**config.mk**
```make
export PLATFORM = sky130hd
export DESIGN_NAME = pm_ctrl
export DESIGN_NICKNAME = d
export VERILOG_FILES = /design/src/rtl/pm_ctrl_pkg.sv /design/src/rtl/pm_ctrl_cnt.sv /design/src/rtl/pm_ctrl.sv
export SDC_FILE = /design/constraint.sdc
export NUM_CORES = 1
export LEC_CHECK = 0
export ABC_AREA = 1
export BUFFER_PORTS_ARGS = -buffer_cell sky130_fd_sc_hd__clkbuf_2
export CAP_MARGIN = 20
export CORE_MARGIN = 8
export CORE_UTILIZATION = 50
export DETAILED_ROUTE_END_ITERATION = 8
export GPL_ROUTABILITY_DRIVEN = 1
export PLACE_DENSITY = 0.67
export SLEW_MARGIN = 0
export SYNTH_ARGS = -nofsm -noshare
export SYNTH_HDL_FRONTEND = slang
export SYNTH_SLANG_ARGS = --single-unit
export TNS_END_PERCENT = 20
```
**constraint.sdc**
```tcl
create_clock -name clk -period 3.9 [get_ports clk]
set_input_delay 0.39 -clock clk [delete_from_list [all_inputs] [get_ports clk]]
set_output_delay 0.39 -clock clk [all_outputs]
set_load 0.02 [all_outputs]
```
**src/rtl/pm_ctrl_pkg.sv**
```systemverilog
// Shared types and constants for the phase-monitor measurement sequencer.
package pm_ctrl_pkg;

    typedef enum logic [2:0] {
        S_IDLE,
        S_RST,
        S_WAIT,
        S_CAP1,
        S_CAP2,
        S_DONE
    } pm_state_t;

    // Extra accumulator bits so that 128 full-scale samples cannot overflow.
    localparam int PM_ACC_EXTRA = 7;
    localparam int PM_MAX_RETRY = 4;

endpackage

```
**src/rtl/pm_ctrl_cnt.sv**
```systemverilog
// Loadable down-counter that times the RST and WAIT phases of a measurement.
module pm_ctrl_cnt #(
    parameter int W = 24
) (
    input  logic         clk,
    input  logic         rstb,
    input  logic         load,
    input  logic [W-1:0] load_val,
    input  logic         dec,
    output logic         zero
);

    logic [W-1:0] cnt;

    // NOTE: sequential state is written only with non-blocking assignments so
    // every flop samples the pre-edge values of its neighbours.
    always_ff @(posedge clk or negedge rstb) begin
        if (!rstb) begin
            cnt <= '0;
        end else if (load) begin
            cnt <= load_val;
        end else if (dec && cnt != '0) begin
            cnt <= cnt - 1'b1;
        end
    end

    assign zero = (cnt == '0);

endmodule

```
**src/rtl/pm_ctrl.sv**
```systemverilog
// Sequences en_pm through reset/accumulate, captures pm_out with a stability
// check and averages 2^k measurements onto a valid/ready result port.
module pm_ctrl
    import pm_ctrl_pkg::*;
#(
    parameter int N_PM      = 20,
    parameter int N_WAIT    = 24,
    parameter int N_RST     = 8,
    parameter int MAX_RETRY = PM_MAX_RETRY
) (
    input  logic              clk,
    input  logic              rstb,
    input  logic              start,
    input  logic [N_RST-1:0]  cfg_rst_len,
    input  logic [N_WAIT-1:0] cfg_wait,
    input  logic [2:0]        cfg_avg_log2,
    output logic              en_pm,
    input  logic [N_PM-1:0]   pm_out,
    output logic              busy,
    output logic [N_PM-1:0]   result,
    output logic              result_valid,
    input  logic              result_ready,
    output logic              err_unstable
);

    localparam int ACC_W = N_PM + PM_ACC_EXTRA;
    localparam int RW    = $clog2(MAX_RETRY + 1);

    pm_state_t         state;
    logic [N_RST-1:0]  rst_len_q;
    logic [N_WAIT-1:0] wait_q;
    logic [2:0]        avg_q;
    logic [N_PM-1:0]   s0;
    logic [ACC_W-1:0]  acc;
    logic [7:0]        meas_cnt;
    logic [RW-1:0]     retry_cnt;

    logic              match, accept, last;
    logic [ACC_W-1:0]  acc_next;
    logic [7:0]        meas_next;
    logic [N_RST-1:0]  rst_src;
    logic              cnt_load, cnt_dec, cnt_zero;
    logic [N_WAIT-1:0] cnt_val;

    // pm_out is asynchronous: s0 is the CDC endpoint, and two equal samples
    // one cycle apart stand in for a synchronizer on a quasi-static bus.
    assign match     = (pm_out == s0);
    assign accept    = (state == S_CAP2) && (match || retry_cnt == RW'(MAX_RETRY));
    assign acc_next  = acc + ACC_W'(pm_out);
    assign meas_next = meas_cnt + 8'd1;
    assign last      = (meas_next == (8'd1 << avg_q));
    assign cnt_dec   = (state == S_RST) || (state == S_WAIT);

    // NOTE: every signal driven here gets a default first so no path can
    // leave it unassigned and infer a latch.
    always_comb begin
        rst_src  = (state == S_IDLE) ? cfg_rst_len : rst_len_q;
        cnt_load = 1'b0;
        cnt_val  = '0;
        if ((state == S_IDLE && start) || (accept && !last)) begin
            cnt_load = 1'b1;
            cnt_val  = (rst_src == '0) ? '0 : N_WAIT'(rst_src - 1'b1);
        end else if (state == S_RST && cnt_zero) begin
            cnt_load = 1'b1;
            cnt_val  = (wait_q == '0) ? '0 : wait_q - 1'b1;
        end
    end

    pm_ctrl_cnt #(.W(N_WAIT)) u_cnt (
        .clk      (clk),
        .rstb     (rstb),
        .load     (cnt_load),
        .load_val (cnt_val),
        .dec      (cnt_dec),
        .zero     (cnt_zero)
    );

    always_ff @(posedge clk or negedge rstb) begin
        if (!rstb) begin
            state        <= S_IDLE;
            rst_len_q    <= '0;
            wait_q       <= '0;
            avg_q        <= '0;
            s0           <= '0;
            acc          <= '0;
            meas_cnt     <= '0;
            retry_cnt    <= '0;
            en_pm        <= 1'b0;
            busy         <= 1'b0;
            result       <= '0;
            result_valid <= 1'b0;
            err_unstable <= 1'b0;
        end else begin
            case (state)
                S_IDLE: if (start) begin
                    rst_len_q    <= cfg_rst_len;
                    wait_q       <= cfg_wait;
                    avg_q        <= cfg_avg_log2;
                    acc          <= '0;
                    meas_cnt     <= '0;
                    retry_cnt    <= '0;
                    err_unstable <= 1'b0;
                    busy         <= 1'b1;
                    en_pm        <= 1'b0;
                    state        <= S_RST;
                end
                S_RST: if (cnt_zero) begin
                    en_pm <= 1'b1;
                    state <= S_WAIT;
                end
                S_WAIT: if (cnt_zero) state <= S_CAP1;
                S_CAP1: begin
                    s0    <= pm_out;
                    state <= S_CAP2;
                end
                S_CAP2: begin
                    if (accept) begin
                        if (!match) err_unstable <= 1'b1;
                        acc       <= acc_next;
                        meas_cnt  <= meas_next;
                        retry_cnt <= '0;
                        if (last) begin
                            result       <= N_PM'(acc_next >> avg_q);
                            result_valid <= 1'b1;
                            state        <= S_DONE;
                        end else begin
                            en_pm <= 1'b0;
                            state <= S_RST;
                        end
                    end else begin
                        retry_cnt <= retry_cnt + 1'b1;
                        state     <= S_CAP1;
                    end
                end
                S_DONE: if (result_ready) begin
                    result_valid <= 1'b0;
                    busy         <= 1'b0;
                    en_pm        <= 1'b0;
                    state        <= S_IDLE;
                end
                default: state <= S_IDLE;
            endcase
        end
    end

endmodule

```
==> results of run 1 <==
routing by layer:
layer,vias up,GRT usage [%]
li1,5324,-
met1,4831,37.3
met2,378,33.4
met3,31,5.76
met4,0,5.39
met5,-,0
power breakdown:
part / total [mW] / switching [mW] / internal [mW]
logic: 3.60 / 2.40 / 1.19
clock network: 1.66 / 0.760 / 0.901
registers: 2.35 / 0.429 / 1.92
total: 7.61 / 3.59 / 4.02
logic make-up (layout without fill, tap and decap cells):
logic type	Yosys count	count (layout)	share of synthesized area, %
AOI/OAI and AO/OA	155	155	8.17
muxes	13	13	1.37
buffers and inverters	263	344	10.1
xor gates and xnor gates	53	53	4.34
DFF	144	144	33.7
and+or+nand+nor	967	967	39.0
adders and majority gates	29	29	3.46
cell type report:
class                      instances  area, µm²  share of cell area [%]
clock buffer                      17        425                    3.57
clock inverter                    14        149                    1.25
inverter                         218        826                    6.94
multi-input combinational       1217       6030                    50.6
sequential                       144       3600                    30.3
tap                              275        344                    2.89
timing repair buffer              95        527                    4.43
critical path: stages (launching register included):
cell                      delay [ps]
sky130_fd_sc_hd__dfrtp_1         980
sky130_fd_sc_hd__inv_2           440
sky130_fd_sc_hd__nand2_1         200
sky130_fd_sc_hd__xor2_1          150
sky130_fd_sc_hd__nand2_1          60
sky130_fd_sc_hd__nor2_1           80
sky130_fd_sc_hd__nand2_1          60
sky130_fd_sc_hd__nor2_2          220
sky130_fd_sc_hd__nand3_2         200
sky130_fd_sc_hd__nand2_2         150
sky130_fd_sc_hd__buf_4           350
sky130_fd_sc_hd__nor2_1           70
sky130_fd_sc_hd__nor2_1          130
sky130_fd_sc_hd__nand2_1          70
sky130_fd_sc_hd__nand2_1          60
sky130_fd_sc_hd__inv_1            30
layout by cell type (no fill, tap or decap), types with 4 or more instances in the layout:
cell type and count:
sky130_fd_sc_hd__nor3_1 19, sky130_fd_sc_hd__nand3_1 207, sky130_fd_sc_hd__or2_2 7, sky130_fd_sc_hd__nand2_2 7
sky130_fd_sc_hd__dfrtp_1 144, sky130_fd_sc_hd__ha_1 28, sky130_fd_sc_hd__o21ai_1 6, sky130_fd_sc_hd__a31o_2 5
sky130_fd_sc_hd__xor2_1 42, sky130_fd_sc_hd__inv_1 213, sky130_fd_sc_hd__nand3b_1 7, sky130_fd_sc_hd__o211ai_1 10
sky130_fd_sc_hd__clkbuf_2 81, sky130_fd_sc_hd__nor2_1 127, sky130_fd_sc_hd__a21oi_1 21, sky130_fd_sc_hd__nand2_1 542
sky130_fd_sc_hd__nand3_2 10, sky130_fd_sc_hd__nand4_1 24, sky130_fd_sc_hd__inv_6 6, sky130_fd_sc_hd__and2_1 5
sky130_fd_sc_hd__o21ai_0 96, sky130_fd_sc_hd__nor2_2 4, sky130_fd_sc_hd__mux2_2 13, sky130_fd_sc_hd__xnor2_1 11
sky130_fd_sc_hd__buf_4 12, sky130_fd_sc_hd__clkbuf_16 17
sequential cells by signal, summed over array words and instances, names as in the netlist:
register / cells
acc: 27
u_cnt.cnt: 24
wait_q: 24
result: 20
s0: 20
meas_cnt: 8
rst_len_q: 8
avg_q: 3
retry_cnt: 3
state: 3
busy: 1
en_pm: 1
err_unstable: 1
result_valid: 1
synthesized netlist by cell type, types with 4 or more instances:
cell / number
sky130_fd_sc_hd__buf_2: 4
sky130_fd_sc_hd__nand2_2: 7
sky130_fd_sc_hd__a31o_2: 5
sky130_fd_sc_hd__nand3_2: 10
sky130_fd_sc_hd__or2_2: 7
sky130_fd_sc_hd__nand3_1: 207
sky130_fd_sc_hd__and2_1: 5
sky130_fd_sc_hd__nor2_1: 127
sky130_fd_sc_hd__ha_1: 28
sky130_fd_sc_hd__buf_1: 8
sky130_fd_sc_hd__a21oi_1: 21
sky130_fd_sc_hd__inv_1: 213
sky130_fd_sc_hd__xnor2_1: 11
sky130_fd_sc_hd__nor2_2: 4
sky130_fd_sc_hd__nand4_1: 24
sky130_fd_sc_hd__o21ai_1: 6
sky130_fd_sc_hd__nand2_1: 542
sky130_fd_sc_hd__buf_4: 5
sky130_fd_sc_hd__o211ai_1: 10
sky130_fd_sc_hd__clkbuf_1: 23
sky130_fd_sc_hd__mux2_2: 13
sky130_fd_sc_hd__nand3b_1: 7
sky130_fd_sc_hd__nor3_1: 19
sky130_fd_sc_hd__dfrtp_1: 144
sky130_fd_sc_hd__xor2_1: 42
sky130_fd_sc_hd__o21ai_0: 96
worst min-delay path by stage:
stage,endpoint,start,slack (ps)
floorplan,acc[0],rstb,90
global placement,result[3],result[3],470
detailed placement,s0[13],rstb,470
CTS,acc[11],rstb,7
global route,s0[13],rstb,30
finish,s0[13],rstb,-30
==> results.txt, run 1 <==
- Outcome: finished with violations
* Failing checks: negative hold slack
- Met1 Wirelength: 15600 µm
- Setup violations remaining at the end of the flow were counted as 0.
- The clock net in this run drives a total of 144 sinks.
* Via count: 10600
* Worst hold margin: -28.1 ps
- Period minus WS final: 3380 ps
- LEAKAGE: 6.35 nW
- Inserted Diodes: 0
- Largest net degree at the start of global routing: 79
- After synthesis the netlist holds a flip-flop and latch count of 144.
- Period Utilization, post-route: 86.6%
* Routed length on met2: 12400 µm
- Clock insertion delay at the later pin of the skew report: 440 ps
- Post-synthesis instance total: 1624
* Count of input and output buffers: 82
- Initial core utilization: 50.9%
* Post-synthesis average cell area: 6.59 µm²
- Fillers: 2043
- For the worst setup path, the data required time is 4230 ps.
- Along the worst path, the maximum fanout reaches 28.
- Summing every instance area after synthesis gives 0.0107 mm².
- Final number of max-transition violations: 0
- The min-delay analysis places its worst path in the category input pin to async pin.
- Clock skew: 13.1 ps
- Met3 layer wire length in the routed design: 2640 µm
- The initialized floorplan defines 53 standard-cell rows.
* Max Root-Sink Buffers: 2
- Wire length of the first global-routing pass: 51500 µm
- Vias in the first global route: 9941
- Die W: 162 µm
- Signal arrival time at the worst endpoint: 3710 ps
- Count of unresolved DRC violations after routing: 0
- For this run the aggregate overflow at the end of global routing stands at 0.
* Register clock-pin slew on the reported worst setup and hold paths: 70 ps
* Cell types occupying the most area after synthesis: sky130_fd_sc_hd__dfrtp_1 (34%), sky130_fd_sc_hd__nand2_1 (19%), sky130_fd_sc_hd__nand3_1 (9.7%), sky130_fd_sc_hd__inv_1 (7.5%), sky130_fd_sc_hd__o21ai_0 (4.5%)
- For this run, asynchronously set or reset flops after synthesis account for 100%.
- Routability-driven placement finished with a final weighted congestion of 0.922.
* Remaining antenna violation count: 0
- In this run the post-CTS setup repair buffer count came out at 0.
- Cell type with the largest total area after synthesis: sky130_fd_sc_hd__dfrtp_1
- For this run, the top clock speed supported by timing is 0.296 GHz.
* Post-CTS sizing: 0
* Number of nets in the layout: 1781
* Antenna violations before repair: 0
- TritonCTS clock tree: built
* End of the worst register-to-register path: u_cnt.cnt[4]
* H-tree levels: 4
* First-iteration detailed-routing DRC count: 1047
- The worst register-to-register path begins at avg_q[2].
- Top flip-flop cell by instance count after synthesis: sky130_fd_sc_hd__dfrtp_1
- Ports: 83
- CTS root buf: sky130_fd_sc_hd__clkbuf_16
* Count of cell types in the netlist: 50
- Across all setup checks in the final design, the least slack found is 523 ps.
- OpenSTA, run right after detailed placement, puts the worst setup slack at 618 ps.
* Vias/cell: 5.34
- The finished cells cover 0.0119 mm².
- Summed negative setup slack over all endpoints: 0 ps
- Worst IR drop on VDD: 0.384 mV
* DP Cell Count: 1949
* Standard cell area after detailed placement: 0.0113 mm²
- Buffers inserted during clock tree synthesis total 17.
- The core region is 0.0210 mm².
- EDFF count, synth: 0
- For this design the ratio of total power to cell area is 640 mW/mm².
* Yosys warning count: 0
- The area growth from synthesis to layout is 11.1%.
- For this run, the total global-route usage over all layers was measured as 24.3%.
* Overall power: 7.61 mW
* Critical path origin: avg_q[2]
- Capturing instance or port of the critical path: u_cnt.cnt[4]
- WS Path Type: flop to flop
- Measured against its own limit, the worst slew margin works out to 35.2%.
- Worst reg-to-reg path cell count: 15
* Share of cells above drive strength 1: 11.0%
- Net count of the mapped netlist: 1712
- Final Hold Fails: 7
- Routed len/inst: 15.6 µm
* Drt total wl: 30900 µm
- Category of the worst setup path launch point: flop
- The die covers 0.0264 mm².
* Pre-antenna DRT Iters: 8
* Slack of the worst reg-to-reg path: 520 ps
- The wire-length estimate of the detail-placed layout is 23500 µm.
- In this run the vertical extent of the chip is 162 µm.
- Utilization after layout: 56.6%
* Actual slew at the worst max-slew pin: 972 ps
- The highest metal layer carrying signal wires in the routed design is met4.
- Total of max-cap violations: 0
- Endpoint kind of the worst setup timing path: flop
- For this design, the CTS-stage hold fixing added 0 buffers.
- Sequential element share of the synthesized area: 33.7%
- After synthesis, the largest area contributor takes up 33.7% of total cell area.
* Unrepaired setup endpoints after global routing: no
- Number of cells in the finished layout apart from fillers: 1980
No activity file was read; power rests on OpenSTA's default activity.
==> inputs of run 2 (changes only) <==
- CELL_PAD_IN_SITES_DETAIL_PLACEMENT: not set -> 0
- CELL_PAD_IN_SITES_GLOBAL_PLACEMENT: not set -> 1
- CORE_UTILIZATION: 50 -> 47
- GPL_TIMING_DRIVEN: not set -> 1
- PLACE_DENSITY: 0.67 -> 0.85
==> results.txt, run 2 (synthesis results as in run 1) <==
- Worst hold margin: -6.50 ps
* Number of nets in the layout: 1784
- Ports: 83
- CTS root buf: sky130_fd_sc_hd__clkbuf_16
* Drt total wl: 31900 µm
* Outcome: finished with violations
- Vias/cell: 5.32
- Period minus WS final: 2880 ps
- Actual slew at the worst max-slew pin: 902 ps
* Signal arrival time at the worst endpoint: 3210 ps
* Final Hold Fails: 2
- LEAKAGE: 6.39 nW
- Worst R2R Start: avg_q[2]
- Based on the critical path, the design can be clocked at up to 0.347 GHz.
- H-tree levels: 4
- PD cells: 648 mW/mm²
* Utilization after layout: 53.2%
- Max Root-Sink Buffers: 2
* Hold-fix buffers, CTS: 0
* Clock sinks: 144
- Detailed placement finished with a half-perimeter wire length of 24600 µm.
* Largest register FFs: 27
- Antenna violations before repair: 0
- Number of failing setup endpoints in the final timing report: 0
- TritonCTS built the clock tree.
- The worst hold path belongs to the class input pin to async pin.
* Chip Height: 167 µm
- The worst register-to-register path ends at u_cnt.cnt[7].
* Failing checks: negative hold slack
* Initial core utilization: 47.6%
* WS Path Type: flop to flop
- Die W: 167 µm
* Share of cells above drive strength 1: 11.2%
* Register clock-pin slew on the reported worst setup and hold paths: 70 ps
* Routed len/inst: 16.0 µm
* CTS buffer count: 17
- STA puts the critical path data required time at 4230 ps.
- For the worst flop-to-flop path, the logic depth is 16.
- The floorplan step defined a core boundary enclosing 0.0225 mm².
* Placement row count: 55
- STA classifies the critical path startpoint as a flop.
* Fillers: 2318
- Count of unresolved DRC violations after routing: 0
- The library cells used most frequently in the layout, excluding fill and tap cells, are sky130_fd_sc_hd__nand2_1 (542), sky130_fd_sc_hd__inv_1 (213), sky130_fd_sc_hd__nand3_1 (207), sky130_fd_sc_hd__dfrtp_1 (144), sky130_fd_sc_hd__nor2_1 (127).
- Endpoint kind of the worst setup timing path: flop
- Pre-antenna DRT Iters: 5
- Largest net degree at the start of global routing: 85
* First-iteration detailed-routing DRC count: 1117
- Max-cap violations in this run came to 0.
- Overall power: 7.75 mW
- Via count: 10600
* Most flop-heavy register: acc
- 0 antenna diodes ended up in the layout.
- Including well taps, the total number of placed cells is 1962.
- Routability-driven placement finished with a final weighted congestion of 0.895.
- Remaining antenna violation count: 0
- Standard cell area after detailed placement: 0.0113 mm²
- Leaving out fill and tap cells, the most frequent cell in the layout is sky130_fd_sc_hd__nand2_1.
* Unrepaired setup endpoints after global routing: no
* Max-slew headroom at the worst pin: 39.7%
- Slack of the worst reg-to-reg path: 1020 ps
- The worst path meets setup with 1020 ps of slack.
* Clock insertion delay at the later pin of the skew report: 430 ps
* Final number of max-transition violations: 0
* Number of cells in the finished layout apart from fillers: 1994
- The critical path starts at avg_q[2].
* Final Instance Area: 0.0120 mm²
- Post-CTS setup buffer count: 0
- Vias in the first global route: 9827
- The die covers 0.0279 mm².
- Compared with the post-synthesis result, the final layout area differs by 11.8%.
- Overflow left after global routing: 0
- Across the routed clock network, the largest skew measured is 9.50 ps.
* Wire length of the first global-routing pass: 52000 µm
- Maximum fanout encountered on the critical timing path: 28
- Registers with the most flip-flops: acc: 27 flops, u_cnt.cnt: 24 flops, wait_q: 24 flops
- For the final routed database, the setup TNS stands at 0 ps.
* Period Utilization, post-route: 73.9%
- Count of input and output buffers: 82
* Post-CTS sizing: 0
- Before CTS, the worst setup slack after placement is 1050 ps.
- IR analysis of the VDD net gives a maximum drop of 0.381 mV.
- Overall global routing resource usage: 23.0%
## run 2: cell types whose count changed in the layout (fill, tap and decap cells not counted), sizes merged
| cell | before | now |
|---|---|---|
| bufinv | 1 | 3 |
| buf | 14 | 17 |
| clkinvlp | 2 | 1 |
## run 2: layout make-up
| type | instances | area, µm² | area share, % |
|---|---|---|---|
| Timing Repair Buffer | 98 | 537 | 4.48 |
| Clock buffer | 17 | 425 | 3.55 |
| Clock inverter | 15 | 195 | 1.63 |
| Inverter | 218 | 826 | 6.90 |
| Tap cell | 285 | 357 | 2.98 |
| Sequential cell | 144 | 3600 | 30.1 |
| Multi-Input combinational cell | 1217 | 6030 | 50.3 |
## run 2: layer usage
metal / GRT usage (%) / up-vias / routed length [µm]
met5: 0 / - / 0
li1: - / 5328 / -
met2: 31.7 / 313 / 12900
met3: 4.00 / 21 / 2220
met1: 36.3 / 4947 / 16500
met4: 4.31 / 0 / 235
## run 2: where the power goes
group          internal [mW]  switching [mW]
Combinational           1.20            2.44
Sequential              1.92           0.397
Clock                   1.03           0.755
Total                   4.16            3.60
## run 2: worst max-delay path: stages (launching register included)
cell                      delay (ps)
sky130_fd_sc_hd__dfrtp_1         360
sky130_fd_sc_hd__buf_4           220
sky130_fd_sc_hd__inv_2           340
sky130_fd_sc_hd__nand2_1         130
sky130_fd_sc_hd__xor2_1          150
sky130_fd_sc_hd__nand2_1          70
sky130_fd_sc_hd__nor2_1           80
sky130_fd_sc_hd__nand2_1          60
sky130_fd_sc_hd__nor2_2          170
sky130_fd_sc_hd__nand3_2         160
sky130_fd_sc_hd__nand2_2         170
sky130_fd_sc_hd__buf_4           360
sky130_fd_sc_hd__nor2_1           90
sky130_fd_sc_hd__nor2_1          220
sky130_fd_sc_hd__nand2_1          80
sky130_fd_sc_hd__nand2_1          60
sky130_fd_sc_hd__inv_1            30
## run 2: how the worst max path moves through the flow
| stage | end | slack (ps) | depth (start not counted) |
|---|---|---|---|
| finish | u_cnt.cnt[7] | 1020 | 16 |
| global route | result[4] | 820 | 12 |
| CTS | u_cnt.cnt[7] | 1080 | 16 |
| detailed placement | u_cnt.cnt[7] | 1050 | 16 |
| global placement | u_cnt.cnt[7] | 1090 | 16 |
| floorplan | result[12] | 1680 | 18 |
